<file path="config.mk">
export PLATFORM = sky130hd
export DESIGN_NAME = matrix_scan_scheduler
export DESIGN_NICKNAME = d
export VERILOG_FILES = /design/src/rtl/matrix_pkg.sv /design/src/rtl/matrix_scan_scheduler_pixel_ram.sv /design/src/rtl/matrix_scan_scheduler.sv
export SDC_FILE = /design/constraint.sdc
export NUM_CORES = 2
export LEC_CHECK = 0
export BUFFER_PORTS_ARGS = -buffer_cell sky130_fd_sc_hd__buf_2
export CORE_ASPECT_RATIO = 1.1
export CORE_UTILIZATION = 50
export CTS_CLUSTER_SIZE = 28
export DETAILED_ROUTE_END_ITERATION = 10
export PLACE_DENSITY = 0.72
export SLEW_MARGIN = 20
export SYNTH_ARGS = -nofsm -noshare
export SYNTH_HDL_FRONTEND = slang
export SYNTH_HIERARCHICAL = 1
export SYNTH_SLANG_ARGS = --single-unit
</file>
<file path="constraint.sdc">
create_clock -name clk -period 5.3 [get_ports clk]
set_clock_uncertainty 0.05 [all_clocks]
set_input_delay 0 -clock clk [delete_from_list [all_inputs] [get_ports clk]]
set_output_delay 0 -clock clk [all_outputs]
set_load 0.01 [all_outputs]
</file>
<file path="src/rtl/matrix_pkg.sv">
// Shared defaults, scan FSM state encoding and pixel type for the LED matrix scan scheduler.
package matrix_pkg;

    localparam int DEF_COLS        = 32;
    localparam int DEF_ROWS        = 16;
    localparam int DEF_HOLD_CYCLES = 256;

    typedef enum logic [2:0] {
        ST_PREFETCH,
        ST_SHIFT,
        ST_BLANK,
        ST_LATCH,
        ST_HOLD
    } state_t;

    // {top r,g,b, bottom r,g,b}
    typedef logic [5:0] pixel_t;

endpackage

</file>
<file path="src/rtl/matrix_scan_scheduler_pixel_ram.sv">
// Single-port pixel store: one access per cycle, write or registered read.
module pixel_ram
    import matrix_pkg::*;
#(
    parameter int AW = 9
) (
    input  logic          clk,
    input  logic          en,
    input  logic          we,
    input  logic [AW-1:0] addr,
    input  pixel_t        wdata,
    output pixel_t        rdata
);

    localparam int DEPTH = 1 << AW;

    pixel_t mem [DEPTH];

    // Read data only moves on a read, so it stays valid across both shift phases.
    always_ff @(posedge clk) begin
        if (en) begin
            if (we) begin
                mem[addr] <= wdata;
            end else begin
                rdata <= mem[addr];
            end
        end
    end

endmodule

</file>
<file path="src/rtl/matrix_scan_scheduler.sv">
// Panel scan scheduler: shifts row r+1 into the panel while row r is displayed,
// and slots pixel writes into the memory cycles the scan does not need.
module matrix_scan_scheduler
    import matrix_pkg::*;
#(
    parameter int COLS        = DEF_COLS,
    parameter int ROWS        = DEF_ROWS,
    parameter int HOLD_CYCLES = DEF_HOLD_CYCLES
) (
    input  logic       clk,
    input  logic       reset,
    input  logic       wr_valid,
    input  logic [7:0] wr_data,
    output logic       wr_ready,
    output logic       r1,
    output logic       g1,
    output logic       b1,
    output logic       r2,
    output logic       g2,
    output logic       b2,
    output logic       a,
    output logic       b,
    output logic       c,
    output logic       d,
    output logic       led_clk,
    output logic       lat,
    output logic       oe,
    output logic       frame_done
);

    localparam int CW      = $clog2(COLS);
    localparam int RW      = $clog2(ROWS);
    localparam int AW      = RW + CW;
    localparam int CNT_TOP = (2 * COLS > HOLD_CYCLES) ? 2 * COLS : HOLD_CYCLES;
    localparam int NW      = $clog2(CNT_TOP);

    state_t          state_reg, state_next;
    logic [NW-1:0]   cnt_reg, cnt_next;
    logic [RW-1:0]   shift_row_reg;
    logic [RW-1:0]   disp_row_reg;
    logic [AW-1:0]   wr_addr_reg;
    logic            latched_reg;

    logic [CW-1:0]   shift_col;
    logic            shift_phase;
    logic            in_shift;
    logic            last_col;
    logic            rd_en;
    logic [CW-1:0]   rd_col;
    logic            wr_fire;
    logic [AW-1:0]   wr_target;
    logic [AW-1:0]   wr_addr_next;
    logic [AW-1:0]   ram_addr;
    pixel_t          ram_rdata;
    pixel_t          pix_out;
    logic [RW-1:0]   row_sel;
    logic [3:0]      row_pins;
    logic            unused_bit;

    assign unused_bit = wr_data[6];

    always_comb begin
        state_next = state_reg;
        cnt_next   = cnt_reg;
        case (state_reg)
            ST_PREFETCH: begin
                state_next = ST_SHIFT;
                cnt_next   = '0;
            end
            ST_SHIFT: begin
                if (cnt_reg == NW'(2 * COLS - 1)) begin
                    state_next = ST_BLANK;
                    cnt_next   = '0;
                end else begin
                    cnt_next = cnt_reg + NW'(1);
                end
            end
            ST_BLANK: begin
                if (cnt_reg == NW'(1)) begin
                    state_next = ST_LATCH;
                    cnt_next   = '0;
                end else begin
                    cnt_next = cnt_reg + NW'(1);
                end
            end
            ST_LATCH: begin
                state_next = ST_HOLD;
                cnt_next   = '0;
            end
            ST_HOLD: begin
                if (cnt_reg == NW'(HOLD_CYCLES - 1)) begin
                    state_next = ST_PREFETCH;
                    cnt_next   = '0;
                end else begin
                    cnt_next = cnt_reg + NW'(1);
                end
            end
            default: begin
                state_next = ST_PREFETCH;
                cnt_next   = '0;
            end
        endcase
    end

    assign in_shift    = (state_reg == ST_SHIFT);
    assign shift_col   = cnt_reg[CW:1];
    assign shift_phase = cnt_reg[0];
    assign last_col    = (shift_col == CW'(COLS - 1));

    // Scan reads own the memory port; the write path only gets the leftover cycles.
    assign rd_en    = (state_reg == ST_PREFETCH) || (in_shift && shift_phase && !last_col);
    assign rd_col   = (state_reg == ST_PREFETCH) ? '0 : shift_col + CW'(1);
    assign wr_ready = !rd_en;
    assign wr_fire  = wr_valid && wr_ready;

    // Start-of-frame byte re-synchronises the write pointer to pixel 0.
    assign wr_target    = wr_data[7] ? '0 : wr_addr_reg;
    assign wr_addr_next = wr_target + AW'(1);
    assign ram_addr     = rd_en ? {shift_row_reg, rd_col} : wr_target;

    pixel_ram #(
        .AW (AW)
    ) u_pixel_ram (
        .clk   (clk),
        .en    (rd_en || wr_fire),
        .we    (wr_fire),
        .addr  (ram_addr),
        .wdata (wr_data[5:0]),
        .rdata (ram_rdata)
    );

    always_ff @(posedge clk or negedge reset) begin
        if (!reset) begin
            state_reg     <= ST_PREFETCH;
            cnt_reg       <= '0;
            shift_row_reg <= '0;
            disp_row_reg  <= '0;
            wr_addr_reg   <= '0;
            latched_reg   <= 1'b0;
        end else begin
            state_reg <= state_next;
            cnt_reg   <= cnt_next;
            if (wr_fire) begin
                wr_addr_reg <= wr_addr_next;
            end
            if (state_reg == ST_LATCH) begin
                disp_row_reg  <= shift_row_reg;
                shift_row_reg <= (shift_row_reg == RW'(ROWS - 1)) ? '0 : shift_row_reg + RW'(1);
                latched_reg   <= 1'b1;
            end
        end
    end

    assign pix_out = in_shift ? ram_rdata : '0;
    assign {r1, g1, b1, r2, g2, b2} = pix_out;

    assign led_clk    = in_shift && shift_phase;
    assign lat        = (state_reg == ST_LATCH);
    assign frame_done = (state_reg == ST_LATCH) && (shift_row_reg == RW'(ROWS - 1));
    assign oe         = !(latched_reg && ((state_reg == ST_PREFETCH) || in_shift ||
                                          (state_reg == ST_HOLD)));

    // Row address moves to the new row during LATCH so it never changes while lit.
    assign row_sel  = (state_reg == ST_LATCH) ? shift_row_reg : disp_row_reg;
    assign row_pins = 4'(row_sel);
    assign {d, c, b, a} = row_pins;

endmodule

</file>
# --- Yosys cells after proc, flatten, opt, wreduce, memory -nomap -nowiden ---
# Memories as Yosys holds them, arrays and structs flattened. A register that Yosys moved wholly into a read port is not among the register bits.
# Cells that the tools add are included.
classes:
  n_addsub: 4
  n_eq_ne: 12
  n_mux: 17
  n_bitwise: 1
  n_reduce_logical: 15
ops:
  columns: ["operator", "count"]
  rows:
  - ["8-bit 2-to-1 mux", 3]
  - ["8-bit case mux with 3 select lines", 1]
  - ["9-bit 2-to-1 mux", 2]
  - ["3-bit case mux with 5 select lines", 1]
  - ["9-bit by 1-bit adder with 9-bit output (second input constant)", 1]
  - ["3-bit 2-to-1 mux", 3]
  - ["8-bit by 1-bit adder with 8-bit output (second input constant)", 1]
  - ["8-bit by 1-bit == test with 1-bit output (second input constant)", 1]
  - ["8-bit by 6-bit == test with 1-bit output (second input constant)", 1]
  - ["8-bit == test (second input constant)", 1]
  - ["4-bit 2-to-1 mux", 2]
  - ["3-bit by 2-bit == test with 1-bit output (second input constant)", 2]
  - ["6-bit 2-to-1 mux", 1]
  - ["5-bit by 1-bit adder with 5-bit output (second input constant)", 1]
  - ["5-bit == test (second input constant)", 1]
  - ["1-bit logical AND", 5]
  - ["5-bit 2-to-1 mux", 1]
  - ["4-bit by 1-bit adder with 4-bit output (second input constant)", 1]
  - ["4-bit == test (second input constant)", 1]
  - ["1-bit logical OR", 4]
  - ["2-bit != test (second input constant)", 2]
  - ["3-bit by 1-bit == test with 1-bit output (second input constant)", 1]
  - ["3-bit == test (second input constant)", 1]
  - ["1-bit zero test", 3]
  - ["other kinds (6)", 8]
word_totals:
  ff_bits: 29
  ram_bits: 3072
  output_inout_bits: 15
  mem_count: 1
mem_list:
  columns: ["name", "depth", "width", "rd", "rd_clocked_by_memory_dff", "wr", "line", "text"]
  rows:
  - ["u_pixel_ram.mem", 512, 6, 1, 1, 1, "matrix_scan_scheduler_pixel_ram.sv:17", "pixel_t mem [DEPTH];"]

# --- Longest topological paths before layout ---
depth:
  word_depth: 9
  mapped_depth: 20
  ltp_nobuf: 14

# --- By module ---
# The synthesis kept the hierarchy.
by_module_without_submodules:
  columns: ["mod", "n_inst", "cells_per_inst", "area_per_inst_um2"]
  rows:
  - ["pixel_ram", 1, 5695, 120137.7]
  - ["matrix_scan_scheduler", 1, 200, 1756.7]

# --- Least setup slack after synthesis ---
# OpenSTA, ideal clock, no wires.
synth_timing:
  kind: "register -> register"
  startpoint: "reg cnt_reg[2]"
  endpoint: "reg u_pixel_ram.rdata[0], read port of u_pixel_ram.mem (data pin)"
  setup_ns: 0.274
  arrival_ns: 4.015
  setup_slack_ns: 0.961
  stages_incl_launch_ff: 19
  path_buffers: 5
  synth_period_minus_slack_ns: 4.339
  cell_sequence: "dfrtp_1 ha_1 and3_1 ha_1 nand2b_2 a211oi_4 buf_2 nand2_1 o21ai_0 clkbuf_1 clkbuf_1 clkbuf_1 buf_1 mux2i_1 o22ai_1 o21bai_1 o211ai_1 nor3_1 nand4_1"
synth_lines:
  columns: ["item", "line", "text"]
  rows:
  - ["from (decl)", "matrix_scan_scheduler.sv:38", "logic [NW-1:0] cnt_reg, cnt_next;"]
  - ["from (signal assigned)", "matrix_scan_scheduler.sv:142", "cnt_reg <= cnt_next;"]
  - ["5-bit == test", "matrix_scan_scheduler.sv:108", "assign last_col = (shift_col == CW'(COLS - 1));"]
  - ["1-bit zero test", "matrix_scan_scheduler.sv:111", "assign rd_en = (state_reg == ST_PREFETCH) || (in_shift && shift_phase && !last_col);"]
  - ["1-bit logical AND", "matrix_scan_scheduler.sv:111", null]
  - ["1-bit logical OR", "matrix_scan_scheduler.sv:111", null]
  - ["9-bit 2-to-1 mux", "matrix_scan_scheduler.sv:119", "assign ram_addr = rd_en ? {shift_row_reg, rd_col} : wr_target;"]
  - ["named net ram_addr[5]", "matrix_scan_scheduler.sv:53", "logic [AW-1:0] ram_addr;"]
  - ["to (decl)", "matrix_scan_scheduler_pixel_ram.sv:12", "output pixel_t rdata"]
# The timed path passes the listed nets, and every way through them passes these cells.
# A chain may end at the register's enable or synchronous reset.

# --- Worst setup path after layout ---
layout_timing:
  startpoint: "reg cnt_reg[1]"
  endpoint: "reg u_pixel_ram.rdata[5], read port of u_pixel_ram.mem (data pin)"
# Same word-level chain as after synthesis.

==> results.toml <==
[die]
core_sq_mm = 0.2417
dieWidth_um = 472.8
io_pins = 26
start_util = 0.5044
dieArea_sq_mm = 0.2458
dieHeight_um = 519.9
rows = 189

[detailed_routing]
viasPerCell = 6.337
wl_per_cell_um = 30.66
drtPass1Iterations = 8
drtIter0Drc = 7839
wl_mm = 297.2
vias = 61445
ant_nets = 0
drc = 0

[grt]
first_global_vias = 61738
grt_usage = 0.2411
antenna_found_initial = 1
grt_overflow = 0
grt_start_max_net_pins = 201
grt_first_pass_wirelength_mm = 431.3

[clocking]
cts_buffers = 303
cts_max_level = 5
clkSlewWorstSetupHoldPaths_ns = 0.06
cts_sinks = 3107
clock_latency_ns = 0.87
cts_root_buffer = "clkbuf_16"
clockBufferDepth = 4
cts_tree = "yes"

[setup_path]
crit_type = "reg -> reg"
critPathCaptureType = "register"
startpoint_type = "register"
cp.required_ns = 5.83
reg2reg_depth = 18
arrival_ns = 5.71
crit_fanout = 22
reg2reg_slack_ns = 0.12

[logic_synthesis]
syn_area_per_cell_sq_um = 20.68
yosysWarnings = 6
synth_area_sq_mm = 0.1219
synthesis.nets = 5912
synth_top_area_cell = "edfxtp_1"
synth_edf_count = 3078
synth_area_leaders = "edfxtp_1 (76%), mux4_2 (14%), mux2i_1 (2.4%)"
netlist.area_leader.share = 0.7583
synthDistinctLibCells = 79
yosysSeqAreaShare = 0.7642
synth-seq-cells = 3107
synth_cells = 5895
synth_top_flop_cell = "edfxtp_1"
async_reset_ff_frac = 0.009334

[outcome]
status = "complete, no violations"

[pwr]
seqPwrFrac = 0.514
combinationalPowerShare = 0.091
peakVddDrop_mv = 0.2759
p_clk_frac = 0.395
power.switching_mw = 11.80
power_density_mw_per_mm2 = 382.5
p_int_mw = 40.84
leakage_nw = 42.08
sw_frac_of_total = 0.2241

[cells_and_area]
finalNetCount = 6242
largest_reg_flops = 3072
drive_gt1_frac = 0.2528
final_cell_mix = "edfxtp_1 (3078), mux4_2 (737), nor2_1 (634), clkbuf_16 (312), mux2i_1 (286)"
n_fill_cell = 17269
syn_to_final_growth_pct = 12.92
fin_util = 0.5695
layout_commonest_cell = "edfxtp_1"

[sta]
slew_headroom = 0.2224
fin_ws_ns = 0.1171
finalSetupViolCount = 0
fin_crit_sh = 0.9779
fmax_mhz = 192.9
report.final.slew_viol_count = 0
hold_violations = 0
tightestPinTransition_ns = 1.163
rsz0062_at_grt = "false"
finalCriticalPeriod_ns = 5.183

[place]
dp_hpwl_mm = 181.5
place.gp.congestion = 1.022
port_buffers = 24
pre_cts_ws_ns = -0.5169

[hold_path]
hold-path-cell-count = 4
hold_class = "in -> reg"

[run]
maxCapViolations = 0
[routing by layer]
| metal | track usage | share of wire | up-vias |
|---|---|---|---|
| met5 | 0 | 0 | - |
| met4 | 0.09173 | 0.043 | 0 |
| met3 | 0.04720 | 0.10 | 617 |
| met2 | 0.3838 | 0.48 | 3569 |
| met1 | 0.3315 | 0.37 | 32286 |
| li1 | - | - | 24973 |
[timing repair]
item | CTS | global route
gates resized for setup | 5 | 17
setup buffers | 0 | 6
pin swaps | 2 | 4
endpoints found under the hold margin | 864 | 0
setup endpoints to repair | 2 | 6
gates cloned | 0 | 2
hold buffers | 14 | 0
[cell type report]
class,instances,area [sq um],area share
Clock buffer,366,7968,0.05789
Multi-Input combinational cell,2407,27040,0.1965
Inverter,12,50.05,0.0003636
Timing Repair Buffer,394,3884,0.02822
Tap cell,3247,4063,0.02952
Sequential cell,3107,93150,0.6768
Antenna cell,1,2.502,0.00001818
Clock inverter,162,1476,0.01073
[logic make-up after synthesis]
| family | synth area share |
|---|---|
| XOR/XNOR | 0.0007904 |
| AO/OA/AOI/OAI | 0.01968 |
| flip-flops | 0.7642 |
| multiplexers | 0.1642 |
| adder cells (fa/ha/maj) | 0.0006159 |
| buffers and inverters | 0.01588 |
| AND/OR/NAND/NOR | 0.03461 |
[path summary, 6_finish.rpt]
path                              from              endpoint
max in group asynchronous        reset      shift_row_reg[2]
setup / recovery            cnt_reg[1]  u_pixel_ram/rdata[5]
hold reg to reg            latched_reg           latched_reg
hold / removal                wr_valid        wr_addr_reg[0]
setup reg to reg            cnt_reg[1]  u_pixel_ram/rdata[5]
min in group asynchronous        reset       disp_row_reg[0]
[power by group through the flow]
stage          Clock (mW)  Combinational [mW]  Sequential [mW]
2_1_floorplan           0                2.77             27.6
3_3_place_gp            0                4.65             27.6
3_5_place_dp            0                4.70             27.6
4_1_cts              21.1                4.74             27.0
5_1_grt              22.0                4.98             27.0
6_report             20.8                4.79             27.0
[critical path, stage by stage, from the launching register on]
cell and delay, ns:
dfrtp_1 0.42, ha_1 0.25, and3_1 0.20, ha_1 0.19
nand2b_2 0.19, a211oi_4 0.35, buf_4 0.19, nand2_1 0.05
o21ai_1 0.22, buf_4 0.28, nor3b_4 0.15, nand2_1 0.12
buf_6 0.24, o32a_1 0.33, o21ai_0 0.33, or4_4 0.67
nor4_2 0.40, buf_4 0.18, nand4_1 0.09
[cells in the mapped netlist (7+ instances only)]
library cell / count
nand2b_1: 13
clkbuf_1: 126
nor3_1: 17
nand2_1: 119
nand3_1: 40
o22ai_1: 134
a31oi_1: 15
a21oi_1: 19
a221oi_1: 9
and2_1: 26
nand3b_1: 7
buf_1: 13
nand4b_1: 7
edfxtp_1: 3078
a211oi_1: 10
nor3b_1: 9
nor2b_1: 16
o32ai_1: 8
and3_1: 9
buf_4: 35
mux2_2: 47
nor4_1: 10
mux4_2: 737
nor2_1: 639
o21ai_0: 41
mux2i_1: 287
a22oi_1: 35
nand4_1: 34
o22a_1: 8
inv_1: 9
buf_2: 175
dfrtp_1: 29
buf_6: 20
[metrics by stage]
stage	area [sq um]	std cells	TNS, ns	power, mW	hold slack, ns
floorplan	121900	5895	0	30.32	-0.3456
global placement	127800	9145	-0.5274	32.21	0.006517
detailed placement	127800	9145	-0.5455	32.26	0.02275
CTS	137500	9687	0	52.84	0.02200
global route	137600	9696	0	53.95	0.09664
finish	137600	9696	0	52.64	0.05449
(Power assumes the default switching activity.)
